**src/rtl/pipe_hazard_ctrl_pkg.sv**
```systemverilog
// ---- pipe_pkg : shared encodings for the pipeline hazard controller | rev 1.0 ----
`default_nettype none

package pipe_pkg;

   localparam logic [1:0] PC_SEL_NPC    = 2'b00;
   localparam logic [1:0] PC_SEL_BRANCH = 2'b01;
   localparam logic [1:0] PC_SEL_JUMP   = 2'b10;

   localparam logic [4:0] REG_ZERO = 5'd0;

   typedef enum logic {
      RUN     = 1'b0,
      MD_BUSY = 1'b1
   } hz_state_t;

endpackage : pipe_pkg

`default_nettype wire

```
**src/rtl/pipe_hazard_ctrl_if.sv**
```systemverilog
// ---- pipe_hazard_ctrl_if : ID/EX status in, IF/ID control out | rev 1.0 ----
`default_nettype none

interface pipe_hazard_ctrl_if
   import pipe_pkg::*;
#(
   parameter int CNT_W = 32
);

   logic [4:0]       in_id_rs;
   logic [4:0]       in_id_rt;
   logic             in_id_use_rs;
   logic             in_id_use_rt;
   logic             in_id_branch_taken;
   logic             in_id_jump;
   logic [4:0]       in_ex_rd;
   logic             in_ex_wena;
   logic             in_ex_is_load;
   logic             in_ex_md_start;

   logic             out_stall;
   logic             out_bubble;
   logic [1:0]       out_pc_sel;
   logic             out_md_busy;
   logic             out_md_done;
   logic [CNT_W-1:0] out_stall_cnt;

   modport master (
      output in_id_rs, in_id_rt, in_id_use_rs, in_id_use_rt,
             in_id_branch_taken, in_id_jump,
             in_ex_rd, in_ex_wena, in_ex_is_load, in_ex_md_start,
      input  out_stall, out_bubble, out_pc_sel, out_md_busy, out_md_done,
             out_stall_cnt
   );

   modport slave (
      input  in_id_rs, in_id_rt, in_id_use_rs, in_id_use_rt,
             in_id_branch_taken, in_id_jump,
             in_ex_rd, in_ex_wena, in_ex_is_load, in_ex_md_start,
      output out_stall, out_bubble, out_pc_sel, out_md_busy, out_md_done,
             out_stall_cnt
   );

endinterface : pipe_hazard_ctrl_if

`default_nettype wire

```
**src/rtl/pipe_hazard_ctrl_sat_counter.sv**
```systemverilog
// ---- sat_counter : enabled up-counter that sticks at all-ones | rev 1.0 ----
`default_nettype none

module sat_counter
   import pipe_pkg::*;
#(
   parameter int WIDTH = 32
) (
   input  wire logic             in_clk,
   input  wire logic             in_rst,
   input  wire logic             in_en,
   output logic      [WIDTH-1:0] out_cnt
);

   logic [WIDTH-1:0] cnt_q;
   logic [WIDTH-1:0] cnt_d;

   always_comb begin
      cnt_d = cnt_q;
      if (in_en && (cnt_q != {WIDTH{1'b1}})) begin
         cnt_d = cnt_q + WIDTH'(1);
      end
   end

   always_ff @(posedge in_clk or negedge in_rst) begin
      if (!in_rst) begin
         cnt_q <= '0;
      end else begin
         cnt_q <= cnt_d;
      end
   end

   assign out_cnt = cnt_q;

endmodule : sat_counter

`default_nettype wire

```
**src/rtl/pipe_hazard_ctrl.sv**
```systemverilog
// ---- pipe_hazard_ctrl : load-use detect, mult/div sequencing, PC select | rev 1.0 ----
`default_nettype none

module pipe_hazard_ctrl
   import pipe_pkg::*;
#(
   parameter int MD_LATENCY = 32,
   parameter int CNT_W      = 32
) (
   input  wire logic         in_clk,
   input  wire logic         in_rst,
   pipe_hazard_ctrl_if.slave bus
);

   localparam logic [7:0] MD_LAT_C = 8'(MD_LATENCY);

   hz_state_t  state_q;
   hz_state_t  state_d;
   logic [7:0] md_cnt_q;
   logic [7:0] md_cnt_d;
   logic       md_done_q;
   logic       md_done_d;

   logic       load_use;
   logic       md_accept;
   logic       stall;
   logic [1:0] pc_sel;

   always_comb begin
      load_use = bus.in_ex_is_load & bus.in_ex_wena & (bus.in_ex_rd != REG_ZERO) &
                 ((bus.in_id_use_rs & (bus.in_id_rs == bus.in_ex_rd)) |
                  (bus.in_id_use_rt & (bus.in_id_rt == bus.in_ex_rd)));
   end

   always_comb begin
      state_d   = state_q;
      md_cnt_d  = md_cnt_q;
      md_done_d = 1'b0;
      md_accept = 1'b0;
      stall     = 1'b0;
      case (state_q)
         RUN: begin
            // A start in the same cycle as a load-use hazard covers that stall too.
            stall = load_use;
            if (bus.in_ex_md_start) begin
               md_accept = 1'b1;
               stall     = 1'b1;
               state_d   = MD_BUSY;
               md_cnt_d  = MD_LAT_C;
            end
         end
         MD_BUSY: begin
            stall    = 1'b1;
            md_cnt_d = md_cnt_q - 8'd1;
            if (md_cnt_q <= 8'd1) begin
               md_cnt_d  = 8'd0;
               state_d   = RUN;
               md_done_d = 1'b1;
            end
         end
         default: begin
            state_d  = RUN;
            md_cnt_d = 8'd0;
         end
      endcase
   end

   // Redirects wait while stalled: the branch/jump in ID is re-presented once released.
   always_comb begin
      pc_sel = PC_SEL_NPC;
      if (!stall) begin
         if (bus.in_id_jump) begin
            pc_sel = PC_SEL_JUMP;
         end else if (bus.in_id_branch_taken) begin
            pc_sel = PC_SEL_BRANCH;
         end
      end
   end

   always_ff @(posedge in_clk or negedge in_rst) begin
      if (!in_rst) begin
         state_q   <= RUN;
         md_cnt_q  <= 8'd0;
         md_done_q <= 1'b0;
      end else begin
         state_q   <= state_d;
         md_cnt_q  <= md_cnt_d;
         md_done_q <= md_done_d;
      end
   end

   sat_counter #(
      .WIDTH (CNT_W)
   ) u_stall_cnt (
      .in_clk  (in_clk),
      .in_rst  (in_rst),
      .in_en   (stall),
      .out_cnt (bus.out_stall_cnt)
   );

   assign bus.out_stall   = stall;
   assign bus.out_bubble  = stall;
   assign bus.out_pc_sel  = pc_sel;
   assign bus.out_md_busy = (state_q == MD_BUSY);
   assign bus.out_md_done = md_done_q;

endmodule : pipe_hazard_ctrl

`default_nettype wire

```
**src/flat_wrapper.sv**
```systemverilog
// flat-port wrapper written by rule: the top's interface ports become plain ports
module pipe_hazard_ctrl_flat import pipe_pkg::*;
#(
   parameter int MD_LATENCY = 32,
   parameter int CNT_W      = 32
)
  (in_clk, in_rst, bus_in_id_rs, bus_in_id_rt, bus_in_id_use_rs, bus_in_id_use_rt, bus_in_id_branch_taken, bus_in_id_jump, bus_in_ex_rd, bus_in_ex_wena, bus_in_ex_is_load, bus_in_ex_md_start, bus_out_stall, bus_out_bubble, bus_out_pc_sel, bus_out_md_busy, bus_out_md_done, bus_out_stall_cnt);
  pipe_hazard_ctrl_if #(.CNT_W(CNT_W)) bus_i ();
  input  wire logic in_clk;
  input  wire logic in_rst;
  input wire logic [$bits(bus_i.in_id_rs)-1:0] bus_in_id_rs;
  input wire logic [$bits(bus_i.in_id_rt)-1:0] bus_in_id_rt;
  input wire logic [$bits(bus_i.in_id_use_rs)-1:0] bus_in_id_use_rs;
  input wire logic [$bits(bus_i.in_id_use_rt)-1:0] bus_in_id_use_rt;
  input wire logic [$bits(bus_i.in_id_branch_taken)-1:0] bus_in_id_branch_taken;
  input wire logic [$bits(bus_i.in_id_jump)-1:0] bus_in_id_jump;
  input wire logic [$bits(bus_i.in_ex_rd)-1:0] bus_in_ex_rd;
  input wire logic [$bits(bus_i.in_ex_wena)-1:0] bus_in_ex_wena;
  input wire logic [$bits(bus_i.in_ex_is_load)-1:0] bus_in_ex_is_load;
  input wire logic [$bits(bus_i.in_ex_md_start)-1:0] bus_in_ex_md_start;
  output wire logic [$bits(bus_i.out_stall)-1:0] bus_out_stall;
  output wire logic [$bits(bus_i.out_bubble)-1:0] bus_out_bubble;
  output wire logic [$bits(bus_i.out_pc_sel)-1:0] bus_out_pc_sel;
  output wire logic [$bits(bus_i.out_md_busy)-1:0] bus_out_md_busy;
  output wire logic [$bits(bus_i.out_md_done)-1:0] bus_out_md_done;
  output wire logic [$bits(bus_i.out_stall_cnt)-1:0] bus_out_stall_cnt;
  assign bus_i.in_id_rs = bus_in_id_rs;
  assign bus_i.in_id_rt = bus_in_id_rt;
  assign bus_i.in_id_use_rs = bus_in_id_use_rs;
  assign bus_i.in_id_use_rt = bus_in_id_use_rt;
  assign bus_i.in_id_branch_taken = bus_in_id_branch_taken;
  assign bus_i.in_id_jump = bus_in_id_jump;
  assign bus_i.in_ex_rd = bus_in_ex_rd;
  assign bus_i.in_ex_wena = bus_in_ex_wena;
  assign bus_i.in_ex_is_load = bus_in_ex_is_load;
  assign bus_i.in_ex_md_start = bus_in_ex_md_start;
  assign bus_out_stall = bus_i.out_stall;
  assign bus_out_bubble = bus_i.out_bubble;
  assign bus_out_pc_sel = bus_i.out_pc_sel;
  assign bus_out_md_busy = bus_i.out_md_busy;
  assign bus_out_md_done = bus_i.out_md_done;
  assign bus_out_stall_cnt = bus_i.out_stall_cnt;
  pipe_hazard_ctrl #(.MD_LATENCY(MD_LATENCY), .CNT_W(CNT_W)) u_core (.in_clk(in_clk), .in_rst(in_rst), .bus(bus_i));
endmodule
```
**config.mk**
```make
export PLATFORM = sky130hd
export DESIGN_NAME = pipe_hazard_ctrl_flat
export DESIGN_NICKNAME = d
export VERILOG_FILES = /design/src/rtl/pipe_hazard_ctrl_pkg.sv /design/src/rtl/pipe_hazard_ctrl_if.sv /design/src/rtl/pipe_hazard_ctrl_sat_counter.sv /design/src/rtl/pipe_hazard_ctrl.sv /design/src/flat_wrapper.sv
export SDC_FILE = /design/constraint.sdc
export NUM_CORES = 1
export LEC_CHECK = 0
export ABC_CLOCK_PERIOD_IN_PS = 5800
export BUFFER_PORTS_ARGS = -buffer_cell sky130_fd_sc_hd__buf_4
export CORE_ASPECT_RATIO = 1.5
export CORE_MARGIN = 4
export CORE_UTILIZATION = 56
export CTS_BUF_LIST = sky130_fd_sc_hd__clkbuf_16
export CTS_CLUSTER_DIAMETER = 60
export DETAILED_ROUTE_END_ITERATION = 7
export GPL_TIMING_DRIVEN = 0
export PLACE_DENSITY = 0.84
export REMOVE_ABC_BUFFERS = 1
export SYNTH_ARGS = -nofsm -noshare
export SYNTH_HDL_FRONTEND = slang
export SYNTH_HIERARCHICAL = 1
export SYNTH_SLANG_ARGS = --single-unit
```
**constraint.sdc**
```tcl
create_clock -name in_clk -period 5.8 [get_ports in_clk]
set_input_delay 0.29 -clock in_clk [delete_from_list [all_inputs] [get_ports in_clk]]
set_output_delay 0.29 -clock in_clk [all_outputs]
set_load 0.005 [all_outputs]
```
* Yosys cells after proc, flatten, opt, wreduce, memory -nomap -nowiden
Cells that the tools add are included.
** Word-level totals
- Register bits :: 42
- Input bits :: 24
- Output and inout bits :: 38
- Word-level logic and storage cells :: 33
** Operators by class
- Add/subtract/negate cells :: 2
- Order comparisons :: 1
- Equality and inequality tests :: 4
- Muxes and demuxes :: 13
- Bitwise gates (word level) :: 7
- Reduce and logical (&&, ||, !) cells :: 2
** Operator list (number)
- $add A32 B1 Y32 const B :: 1
- $ne A32 B32 Y1 const B :: 1
- $mux W8 :: 2
- $pmux W8 S2 :: 1
- $eq A5 B5 Y1 :: 2
- $le A8 B1 Y1 const B :: 1
- $sub A8 B1 Y8 const B :: 1
- $mux W1 :: 6
- $and A1 B1 Y1 :: 5
- $reduce_bool A5 Y1 :: 1
- $mux W2 :: 2
- $pmux W1 S2 :: 2
- $ne A2 B2 Y1 const B :: 1
- $logic_and A1 B1 Y1 :: 1
- $not A1 Y1 :: 1
- $or A1 B1 Y1 :: 1

* Logic depth before layout (Yosys ltp)
Gate-level depths: netlist (run 1).
- Depth in word-level cells :: 7
- Mapped depth :: 10
- Mapped depth without buffers :: 9

* Modules after synthesis
Netlist (run 1), hierarchy kept.
** Modules (own cells, without submodules)
- sat_counter :: times used 1, cells an instance 151, area an instance 1624.1 um^2, seq. area each 800.8 um^2
- pipe_hazard_ctrl :: times used 1, cells an instance 77, area an instance 671.9 um^2, seq. area each 250.2 um^2

* Least setup slack after synthesis (run 1)
OpenSTA, ideal clock, no wires.
- Kind :: input -> register
- Start point :: input bus_in_ex_rd[0]
- End point :: register u_core.u_stall_cnt.cnt_q[15], in the netlist u_core/u_stall_cnt/out_cnt[15]
- Setup time :: 0.125 ns
- Arrival time :: 2.277 ns
- Setup slack :: 3.398 ns
- Stages on the path :: 8
- Buffers on the path :: 1
- Cell sequence :: or3_1 > o311a_1 > a211o_1 > and3_1 > nor2b_1 > clkbuf_1 > nand3_1 > mux2_2
** Between the ends
- Word-level cells in the longest chain between the ends :: 7
- Elaborated cells between the ends (all ways) :: 11
- Those cells by class :: 2 x eq/ne; 2 x mux; 5 x bitwise; 2 x reduce/logical
** Ends and longest elaborated chain
- from (decl) :: RTL line flat_wrapper.sv:17 : input wire logic [$bits(bus_i.in_ex_rd)-1:0] bus_in_ex_rd;
- $eq A5 B5 Y1 (on tied branches) :: RTL line pipe_hazard_ctrl.sv:31, pipe_hazard_ctrl.sv:32
- $and A1 B1 Y1 (on tied branches) :: RTL line pipe_hazard_ctrl.sv:31, pipe_hazard_ctrl.sv:32
- $or A1 B1 Y1 :: RTL line pipe_hazard_ctrl.sv:31 : ((bus.in_id_use_rs & (bus.in_id_rs == bus.in_ex_rd)) |
- $and A1 B1 Y1 * :: RTL line pipe_hazard_ctrl.sv:30 : load_use = bus.in_ex_is_load & bus.in_ex_wena & (bus.in_ex_rd != REG_ZERO) &
- $mux W1 * :: RTL line pipe_hazard_ctrl.sv:45 : if (bus.in_ex_md_start) begin
- $pmux W1 S2 * :: RTL line pipe_hazard_ctrl.sv:41 : case (state_q)
- via bus_out_bubble :: RTL line flat_wrapper.sv:22 : output wire logic [$bits(bus_i.out_bubble)-1:0] bus_out_bubble;
- $logic_and A1 B1 Y1 * :: RTL line pipe_hazard_ctrl_sat_counter.sv:20 : if (in_en && (cnt_q != {WIDTH{1'b1}})) begin
- to (signal assigned) :: RTL line pipe_hazard_ctrl_sat_counter.sv:29 : cnt_q <= cnt_d;
- to (decl) :: RTL line pipe_hazard_ctrl_sat_counter.sv:15 : logic [WIDTH-1:0] cnt_q;
The timed path passes the listed nets; every way through them passes the cells marked *.
A chain may end at the register's enable or synchronous reset.

* Worst setup path in the final report (run 1)
- Start point :: input bus_in_ex_rd[4]
- End point :: register u_core.u_stall_cnt.cnt_q[29], in the netlist u_core/u_stall_cnt/out_cnt[29]
** Between the ends
- Word-level cells in the longest chain between the ends :: 7
- Elaborated cells between the ends (all ways) :: 11
- Those cells by class :: 2 x eq/ne; 2 x mux; 5 x bitwise; 2 x reduce/logical
** Ends and longest elaborated chain (RTL line)
- $eq A5 B5 Y1 (on tied branches) :: pipe_hazard_ctrl.sv:31, pipe_hazard_ctrl.sv:32
- $and A1 B1 Y1 (on tied branches) :: pipe_hazard_ctrl.sv:31, pipe_hazard_ctrl.sv:32
- $or A1 B1 Y1 :: pipe_hazard_ctrl.sv:31
- $and A1 B1 Y1 * :: pipe_hazard_ctrl.sv:30
- $mux W1 * :: pipe_hazard_ctrl.sv:45
- $pmux W1 S2 * :: pipe_hazard_ctrl.sv:41
- $logic_and A1 B1 Y1 * :: pipe_hazard_ctrl_sat_counter.sv:20
Mark *: on every way between the ends. The rest lies on a longest branch, timed or not.

==> results of run 1 <==
worst max-delay path, stage by stage:
cell	delay, ns
buf_4	0.13
xnor2_1	0.15
nand4_1	0.10
o22ai_1	0.26
a211o_1	0.37
and3_1	0.25
nor2b_1	0.61
nand4_1	0.22
nor4_2	0.23
xor2_1	0.18
kinds of logic (layout without fill, tap and decap cells):
family                     after synthesis  count (layout)
and+or+nand+nor                        107             107
DFF                                     42              42
xor gates and xnor gates                40              40
AOI/OAI and AO/OA                       24              24
buffers and inverters                    9              75
adders and majority gates                3               3
muxes                                    3               3
per-layer routing:
| layer | vias up | part of all wire | routed length (µm) |
|---|---|---|---|
| met4 | 0 | 0.025 | 149 |
| met5 | - | 0 | 0 |
| met3 | 19 | 0.050 | 300 |
| met2 | 91 | 0.56 | 3390 |
| met1 | 1019 | 0.37 | 2220 |
| li1 | 947 | - | - |
cell usage in the layout (no fill, tap or decap), types with 3 or more instances in the layout:
| cell type | netlist | layout |
|---|---|---|
| xnor2_1 | 34 | 34 |
| dfrtp_1 | 42 | 42 |
| and4_1 | 4 | 4 |
| o21ai_0 | 3 | 3 |
| nand4_1 | 17 | 17 |
| nand2_1 | 26 | 26 |
| nor3_1 | 3 | 3 |
| a21oi_1 | 8 | 8 |
| xor2_1 | 6 | 6 |
| ha_1 | 3 | 3 |
| and3_1 | 3 | 3 |
| nor2_1 | 13 | 13 |
| inv_1 | 6 | 7 |
| nand3b_1 | 4 | 4 |
| buf_4 | 1 | 61 |
| nand3_1 | 18 | 18 |
| nor4_1 | 5 | 5 |
| clkbuf_16 | 0 | 5 |
cell usage after synthesis, types with 2 or more instances:
master,n
dfrtp_1,42
xnor2_1,34
nand2_1,26
nand3_1,18
nand4_1,17
nor2_1,13
a21oi_1,8
inv_1,6
xor2_1,6
nor4_1,5
and4_1,4
nand3b_1,4
and3_1,3
ha_1,3
nor3_1,3
o21ai_0,3
a31oi_1,2
nor3_2,2
o211ai_1,2
or4_4,2
final cells by class:
type	instances	area, µm²
inverter	6	22.5
fill	301	1030
multi-input combinational	177	1200
tap	45	56.3
sequential	42	1050
timing repair buffer	61	458
clock buffer	5	125
clock inverter	3	12.5
power by group through the flow:
stage / Combinational, mW / Clock (mW) / Sequential, mW
final: 0.293 / 0.256 / 0.432
after detailed placement: 0.291 / 0 / 0.433
after global routing: 0.320 / 0.277 / 0.442
after global placement: 0.273 / 0 / 0.429
after CTS: 0.293 / 0.261 / 0.430
after floorplan: 0.173 / 0 / 0.420
sequential cells by signal, indices dropped and copies added (netlist names):
signal and count:
u_core/md_cnt_q 8, u_core/bus.out_md_done 1, u_core/bus.out_md_busy 1, u_core/u_stall_cnt/out_cnt 32
through the flow:
step / hold WS (ns) / total power, mW / utilization / setup slack, ns
global route: 0.0333 / 1.04 / 0.739 / 3.03
CTS: 0.00376 / 0.985 / 0.739 / 3.26
global placement: 0.301 / 0.702 / 0.704 / 3.11
floorplan: -0.00559 / 0.592 / - / 3.47
detailed placement: 0.298 / 0.724 / 0.704 / 3.00
finish: -0.00954 / 0.981 / 0.739 / 3.21
worst max-delay path by stage:
stage | to
final | u_core/u_stall_cnt/out_cnt[29]
after global routing | u_core/u_stall_cnt/out_cnt[29]
after CTS | u_core/u_stall_cnt/out_cnt[29]
after detailed placement | u_core/u_stall_cnt/out_cnt[29]
after global placement | u_core/u_stall_cnt/out_cnt[29]
after floorplan | u_core/u_stall_cnt/out_cnt[15]
==> impl_metrics.env, run 1 <==
export IMPL_ctsResizeCount=0
export IMPL_skew_ns=0.00555
export IMPL_yosysWarnings=6
export IMPL_first_iter_violations=103
export IMPL_ir_drop_mv=0.302
export IMPL_synth_area_per_cell_um2=10.1
export IMPL_num_vias=2076
export IMPL_synth_compound_area_share=0.0741
export IMPL_antennaDiodeCount=0
export IMPL_placement_cell_area_mm2=0.00279
export IMPL_antenna_found_initial=0
export IMPL_powerDensity_mw_per_mm2=335
export IMPL_startpoint_type="input pin"
export IMPL_antenna_left=0
export IMPL_power_switching_share=0.340
export IMPL_reg2regPathDepth=5
export IMPL_firstDrtPassIters=4
export IMPL_synth_ff_type="dfrtp_1"
export IMPL_synthArstFlopShare=1.00
export IMPL_synth_adder_area_share=0.0163
export IMPL_synth_top_area_frac=0.458
export IMPL_netlist_top_cell_by_area="dfrtp_1"
export IMPL_cts_reportedPaths_clkPinSlew_ns=0.06
export IMPL_p_int_mw=0.648
export IMPL_gr_usage_met1=0.285
export IMPL_grtUsageMet2=0.447
export IMPL_crit_start="bus_in_ex_rd[4]"
export IMPL_hold_buffers=0
export IMPL_worst_pin_slew_ns=0.737
export IMPL_fp_dieArea_mm2=0.00521
export IMPL_port_buffers=61
export IMPL_drc=0
export IMPL_hp_class="in -> async"
export IMPL_grt_pass1_vias=2125
export IMPL_die_y_um=86.4
export IMPL_clkLatencyLatePin_ns=0.28
export IMPL_viasPerCell=6.12
export IMPL_grt_max_degree=43
export IMPL_cts_tree="built"
export IMPL_grt_total_usage=0.250
export IMPL_initial_utilization=0.580
export IMPL_report_final_slew_viol_count=0
export IMPL_die_w_um=60.3
export IMPL_synth_xor_area_share=0.153
export IMPL_fin_nets=320
export IMPL_fin_setup_tns_ns=0
export IMPL_cts_buffers=5
export IMPL_seqPwrFrac=0.440
export IMPL_ios=62
export IMPL_yosys_area_share_simple=0.265
export IMPL_clockRootBuffer="clkbuf_16"
export IMPL_r2r_end="u_core/u_stall_cnt/out_cnt[12]"
export IMPL_status="finished, violations left"
export IMPL_wirelength_um=6060
export IMPL_detailedPlacementHpwl_um=4400
export IMPL_drv_cap=0
export IMPL_regToRegSetupSlack_ns=3.37
export IMPL_critPathRequiredTime_ns=5.99
export IMPL_maxSlewHeadroom=0.508
export IMPL_gr_max_usage_layer="met2"
export IMPL_synth_area_top_cells="dfrtp_1, xnor2_1, nand4_1"
export IMPL_p_leak_nw=1.32
export IMPL_ys_seq_area_frac=0.458
export IMPL_clock_fmax_mhz=386
export IMPL_finalCritPeriodShare=0.447
export IMPL_violations="hold timing"
export IMPL_htree_levels=2
export IMPL_clkPwrFrac=0.261
export IMPL_row_count=28
export IMPL_clock_sinks=42
export IMPL_grt_pass1_wl_um=9850
export IMPL_worstPathArrival_ns=2.79
export IMPL_grt_overflow=0
export IMPL_fin_area_mm2=0.00293
export IMPL_synth_seq_cells=42
export IMPL_period_needed_ns=2.59
export IMPL_crit_type="in -> reg"
export IMPL_p_sw_mw=0.333
export IMPL_combPwrFrac=0.298
export IMPL_met3_usage=0.0492
export IMPL_gp_congestion=0.846
export IMPL_rsz0062_at_grt="false"
export IMPL_cts_setup_buffers=0
export IMPL_hold_violations=32
export IMPL_dp_cells=331
export IMPL_cp_end_kind="flop"
export IMPL_synthMuxAreaShare=0.0142
export IMPL_synth_distinct_cells=45
export IMPL_synthCells=228
export IMPL_drive_gt1_frac=0.269
export IMPL_timing_rr_start="u_core/u_stall_cnt/out_cnt[4]"
export IMPL_layout_cells_non_filler=339
export IMPL_cts_buffer_depth=2
export IMPL_final_setup_viol_count=0
export IMPL_core_mm2=0.00396
export IMPL_hold_ws_ns=-0.00954
export IMPL_wl_per_cell_um=17.9
export IMPL_netlist_area_mm2=0.00230
export IMPL_path_max_fanout=8
export IMPL_synth_top_family_by_area="simple AND/OR/NAND/NOR gates"
export IMPL_area_growth_pct=27.4
export IMPL_synth_edff_count=0
Power figures use the tool's default switching activity.
==> run 2: changes to the inputs <==
- ABC_CLOCK_PERIOD_IN_PS: 5800 -> 2590
- CORE_UTILIZATION: 56 -> 52
- PLACE_DENSITY: 0.84 -> 0.79
- clock period: 5.8 -> 2.59 ns (I/O delays scaled with it)
==> run 2 against run 1 <==
The flow now finishes without violations. Combinational power increased by 120%. Worst setup slack got worse by 2.9 ns. Wire length down 8.9%. Core utilization shrank 4.5 points. Highest routed layer unchanged. First-iteration DRC count shrank 17%. Via count down 1.1%.
==> impl_metrics.env, run 2 (synthesized netlist as in run 1, its figures left out) <==
export IMPL_status="completed"
export IMPL_met3_usage=0.0491
export IMPL_crit_type="in -> reg"
export IMPL_worstPathArrival_ns=2.48
export IMPL_power_mw=2.17
export IMPL_largest_reg_flops=32
export IMPL_viasPerCell=6.00
export IMPL_drc=0
export IMPL_drive_gt1_frac=0.270
export IMPL_hold_violations=0
export IMPL_p_sw_mw=0.716
export IMPL_die_y_um=89.4
export IMPL_final_common_cell="buf_4"
export IMPL_cts_reportedPaths_clkPinSlew_ns=0.06
export IMPL_path_max_fanout=8
export IMPL_critPathRequiredTime_ns=2.79
export IMPL_final_setup_viol_count=0
export IMPL_power_switching_share=0.330
export IMPL_detailedPlacementHpwl_um=4010
export IMPL_p_leak_nw=1.33
export IMPL_mostFrequentLayoutCells="buf_4, dfrtp_1, xnor2_1, nand2_1, nand3_1"
export IMPL_clockRootBuffer="clkbuf_16"
export IMPL_antenna_found_initial=0
export IMPL_cts_tree="built"
export IMPL_worst_slack_ns=0.316
export IMPL_clock_sinks=42
export IMPL_clock_fmax_mhz=440
export IMPL_slowest_delay_ns=0.53
export IMPL_rsz0062_at_grt="false"
export IMPL_wirelength_um=5520
export IMPL_antenna_left=0
export IMPL_core_mm2=0.00425
export IMPL_maxSlewHeadroom=0.561
export IMPL_port_buffers=61
export IMPL_worst_pin_slew_ns=0.657
export IMPL_grt_total_usage=0.206
export IMPL_grt_pass1_vias=2010
export IMPL_grt_max_degree=43
export IMPL_clkLatencyLatePin_ns=0.28
export IMPL_grt_overflow=0
export IMPL_cts_buffers=5
export IMPL_cp_end_kind="flop"
export IMPL_gr_usage_met1=0.234
export IMPL_ir_drop_mv=0.741
export IMPL_htree_levels=2
export IMPL_num_vias=2053
export IMPL_report_final_slew_viol_count=0
export IMPL_crit_path_frequent_cell="nand4_1"
export IMPL_skew_ns=0.00541
export IMPL_final_util=0.693
export IMPL_fp_dieArea_mm2=0.00556
export IMPL_firstDrtPassIters=4
export IMPL_first_iter_violations=85
export IMPL_fin_nets=322
export IMPL_grtUsageMet2=0.379
export IMPL_cp_cell_sequence="buf_4 -> xnor2_1 -> nand4_1 -> o22ai_1 -> a211o_1 -> and3_1 -> nor2b_1 -> nand4_1 -> nor4_2 -> xor2_1"
export IMPL_startpoint_type="input pin"
export IMPL_period_needed_ns=2.27
export IMPL_die_w_um=62.3
export IMPL_dp_slack_ns=-0.0432
export IMPL_hp_class="in -> reg"
export IMPL_clkPwrFrac=0.267
export IMPL_grt_pass1_wl_um=9330
export IMPL_area_growth_pct=28.2
export IMPL_row_count=29
export IMPL_wl_per_cell_um=16.1
export IMPL_drv_cap=0
export IMPL_finalCritPeriodShare=0.878
export IMPL_antennaDiodeCount=0
export IMPL_gr_max_usage_layer="met2"
export IMPL_cts_buffer_depth=2
export IMPL_powerDensity_mw_per_mm2=736
export IMPL_crit_slowest_cell="nor2b_1"
export IMPL_seqPwrFrac=0.442
export IMPL_initial_utilization=0.541
export IMPL_fill_cells=352
export IMPL_combPwrFrac=0.291
export IMPL_ios=62
export IMPL_p_int_mw=1.45
export IMPL_gp_congestion=0.840
[run 2: path summary, 6_finish.rpt]
| check | start | endpoint | slack (ns) | cells past startpoint |
|---|---|---|---|---|
| max | bus_in_ex_rd[1] | u_core/u_stall_cnt/out_cnt[29] | 0.32 | 10 |
| min | bus_in_ex_md_start | u_core/md_cnt_q[5] | 0.12 | 3 |
| max reg2reg | u_core/bus.out_md_busy | u_core/u_stall_cnt/out_cnt[29] | 0.36 | 6 |
| min reg2reg | u_core/u_stall_cnt/out_cnt[31] | u_core/u_stall_cnt/out_cnt[31] | 0.51 | 1 |
| max in group asynchronous | in_rst | u_core/u_stall_cnt/out_cnt[2] | 1.86 | 2 |
| min in group asynchronous | in_rst | u_core/md_cnt_q[3] | 0.38 | 2 |
[run 2: per-stage QoR]
stage / cells / instance area (µm²) / hold slack (ns) / setup TNS (ns)
detailed placement: 332 / 2790 / 0.147 / -0.0432
floorplan: 225 / 2270 / -0.166 / 0
CTS: 341 / 2940 / 0.117 / 0
global placement: 332 / 2790 / 0.141 / -0.0189
global route: 342 / 2940 / 0.141 / 0
finish: 342 / 2940 / 0.122 / 0
[run 2: routing by layer]
metal  part of all wire  routed length [µm]
met5                  0                   0
met4              0.016                  91
met3              0.058                 318
met2               0.51                2840
met1               0.41                2270
[run 2: power groups by stage]
stage	registers [mW]	clock network, mW	logic (mW)
2_1_floorplan	0.940	0	0.387
3_3_place_gp	0.963	0	0.607
3_5_place_dp	0.965	0	0.629
4_1_cts	0.955	0.588	0.635
5_1_grt	0.985	0.624	0.706
6_report	0.959	0.578	0.630
[run 2: worst max-delay path, delay by kind of cell]
| kind | cells | cell delay, ns |
|---|---|---|
| buffers and inverters | 1 | 0.13 |
| AOI/OAI and AO/OA | 2 | 0.62 |
| and+or+nand+nor | 5 | 1.29 |
| xor gates and xnor gates | 2 | 0.31 |
[run 2: area by class of cell]
cell class	count	area, µm²	area share
inverters	6	22.5	0.00765
repair buffers	63	475	0.161
clock inverters	3	12.5	0.00425
flip-flops and latches	42	1050	0.357
well taps	46	57.6	0.0195
clock buffers	5	125	0.0425
multi-input cells	177	1200	0.408
[run 2: what timing repair did]
item / 4_1_cts / 5_1_grt
setup buffers: 0 / 1
hold endpoints to repair: 42 / 0
setup endpoints to repair: 0 / 10
hold buffers: 1 / 0
gates resized for setup: 0 / 0
==> run 3: changes to the inputs <==
==> constraint.sdc (replaced) <==
create_clock -name in_clk -period 2.59 [get_ports in_clk]
set_input_delay 0 -clock in_clk [delete_from_list [all_inputs] [get_ports in_clk]]
set_output_delay 0 -clock in_clk [all_outputs]
set_load 0.005 [all_outputs]
==> run 3 against run 2 <==
Combinational power is essentially flat. Power barely moved. Clock skew increased by 0.00052 ns. Sequential cell count stayed put. Via count decreased by 0.34%. Critical path type is now reg -> reg. Largest cell class unchanged.
==> impl_metrics.env, run 3 (synthesized netlist as in run 1, its figures left out) <==
export IMPL_worst_pin_slew_ns=0.655
export IMPL_cts_tree="built"
export IMPL_area_growth_pct=28.7
export IMPL_critPathRequiredTime_ns=2.80
export IMPL_worst_path_buf_inv=0
export IMPL_fill_cells=352
export IMPL_worstPathArrival_ns=2.44
export IMPL_maxSlewHeadroom=0.562
export IMPL_antenna_left=0
export IMPL_clkLatencyLatePin_ns=0.28
export IMPL_cp_top_family="simple AND/OR/NAND/NOR gates"
export IMPL_final_util=0.696
export IMPL_path_max_fanout=8
export IMPL_die_w_um=62.3
export IMPL_row_count=29
export IMPL_grt_pass1_wl_um=9340
export IMPL_skew_ns=0.00593
export IMPL_cp_cell_sequence="a211o_1 -> and3_1 -> nor2b_1 -> nand4_1 -> nor4_2 -> xor2_1"
export IMPL_clock_fmax_mhz=448
export IMPL_ios=62
export IMPL_grt_pass1_vias=2013
export IMPL_rsz0062_at_grt="false"
export IMPL_cts_buffer_depth=2
export IMPL_cp_end_kind="flop"
export IMPL_dp_slack_ns=0.0863
export IMPL_drc=0
export IMPL_cts_buffers=5
export IMPL_antenna_found_initial=0
export IMPL_gr_usage_met1=0.235
export IMPL_clock_sinks=42
export IMPL_num_vias=2046
export IMPL_firstDrtPassIters=4
export IMPL_ir_drop_mv=0.741
export IMPL_grt_max_degree=43
export IMPL_fin_nets=323
export IMPL_powerDensity_mw_per_mm2=734
export IMPL_largest_reg_flops=32
export IMPL_startpoint_type="flop"
export IMPL_fin_setup_tns_ns=0
export IMPL_period_needed_ns=2.23
export IMPL_port_buffers=61
export IMPL_crit_type="reg -> reg"
export IMPL_gr_max_usage_layer="met2"
export IMPL_wl_per_cell_um=16.1
export IMPL_slowest_delay_ns=0.52
export IMPL_mostFrequentLayoutCells="buf_4, dfrtp_1, xnor2_1, nand2_1, nand3_1"
export IMPL_grt_overflow=0
export IMPL_htree_levels=2
export IMPL_grtUsageMet2=0.379
export IMPL_fp_dieArea_mm2=0.00556
export IMPL_status="completed"
export IMPL_detailedPlacementHpwl_um=4010
export IMPL_worst_slack_ns=0.355
export IMPL_met3_usage=0.0491
export IMPL_viasPerCell=5.97
export IMPL_cts_reportedPaths_clkPinSlew_ns=0.06
export IMPL_die_y_um=89.4
export IMPL_initial_utilization=0.541
export IMPL_hp_class="in -> async"
export IMPL_gp_congestion=0.840
export IMPL_drive_gt1_frac=0.269
export IMPL_final_setup_viol_count=0
export IMPL_finalCritPeriodShare=0.863
export IMPL_antennaDiodeCount=0
export IMPL_final_common_cell="buf_4"
export IMPL_hold_violations=0
export IMPL_first_iter_violations=74
export IMPL_grt_total_usage=0.207
export IMPL_report_final_slew_viol_count=0
export IMPL_crit_slowest_cell="nor2b_1"
export IMPL_drv_cap=0
export IMPL_clockRootBuffer="clkbuf_16"
export IMPL_p_leak_nw=1.33
export IMPL_wirelength_um=5510
export IMPL_core_mm2=0.00425
-- run 3: metrics by stage --
stage | hold WS (ns) | area [µm²] | instances | total power, mW
2_1_floorplan | -0.296 | 2270 | 225 | 1.33
3_3_place_gp | 0.0117 | 2790 | 332 | 1.57
3_5_place_dp | 0.0172 | 2790 | 332 | 1.59
4_1_cts | 0.265 | 2950 | 342 | 2.18
5_1_grt | 0.313 | 2950 | 343 | 2.32
6_report | 0.245 | 2950 | 343 | 2.17
-- run 3: area by class of cell --
class	instances	area, µm²	share of cell area
inverter	6	22.5	0.00762
sequential	42	1050	0.356
clock inverter	3	12.5	0.00424
tap	46	57.6	0.0195
clock buffer	5	125	0.0424
timing repair buffer	64	485	0.164
multi-input combinational	177	1200	0.406
-- run 3: worst register-to-register path: stages, from the launching register on --
cell and delay [ns]:
dfrtp_1 0.48, a211o_1 0.34, and3_1 0.25, nor2b_1 0.52
nand4_1 0.21, nor4_2 0.20, xor2_1 0.16
-- run 3: timing repair --
item | CTS | global route
resized for setup | 0 | 0
hold buffers | 2 | 0
hold endpoints to repair | 43 | 0
buffers inserted | 0 | 1
endpoints found under the setup margin | 0 | 10
-- run 3: report_power, final --
group	switching, mW	internal (mW)	total, mW	leakage (nW)
Combinational	0.318	0.313	0.631	0.707
Clock	0.230	0.348	0.578	0.0724
Sequential	0.168	0.790	0.958	0.551
Total	0.715	1.45	2.17	1.33
-- run 3: layer usage --
metal  vias up  share of wire
met4         0          0.015
met1      1022           0.41
met2        57           0.52
met3         8          0.053
met5         -              0
li1        959              -
-- run 3: worst paths after layout --
check	startpoint	end	slack (ns)	cells past startpoint
worst max-delay path	u_core/bus.out_md_busy	u_core/u_stall_cnt/out_cnt[29]	0.36	6
min in group in_clk	bus_in_id_jump	bus_out_pc_sel[1]	0.32	4
worst min register to register	u_core/u_stall_cnt/out_cnt[31]	u_core/u_stall_cnt/out_cnt[31]	0.51	1
worst max register to register	u_core/bus.out_md_busy	u_core/u_stall_cnt/out_cnt[29]	0.36	6
worst min-delay path	in_rst	u_core/md_cnt_q[3]	0.24	2
max in group asynchronous	in_rst	u_core/u_stall_cnt/out_cnt[2]	1.99	2
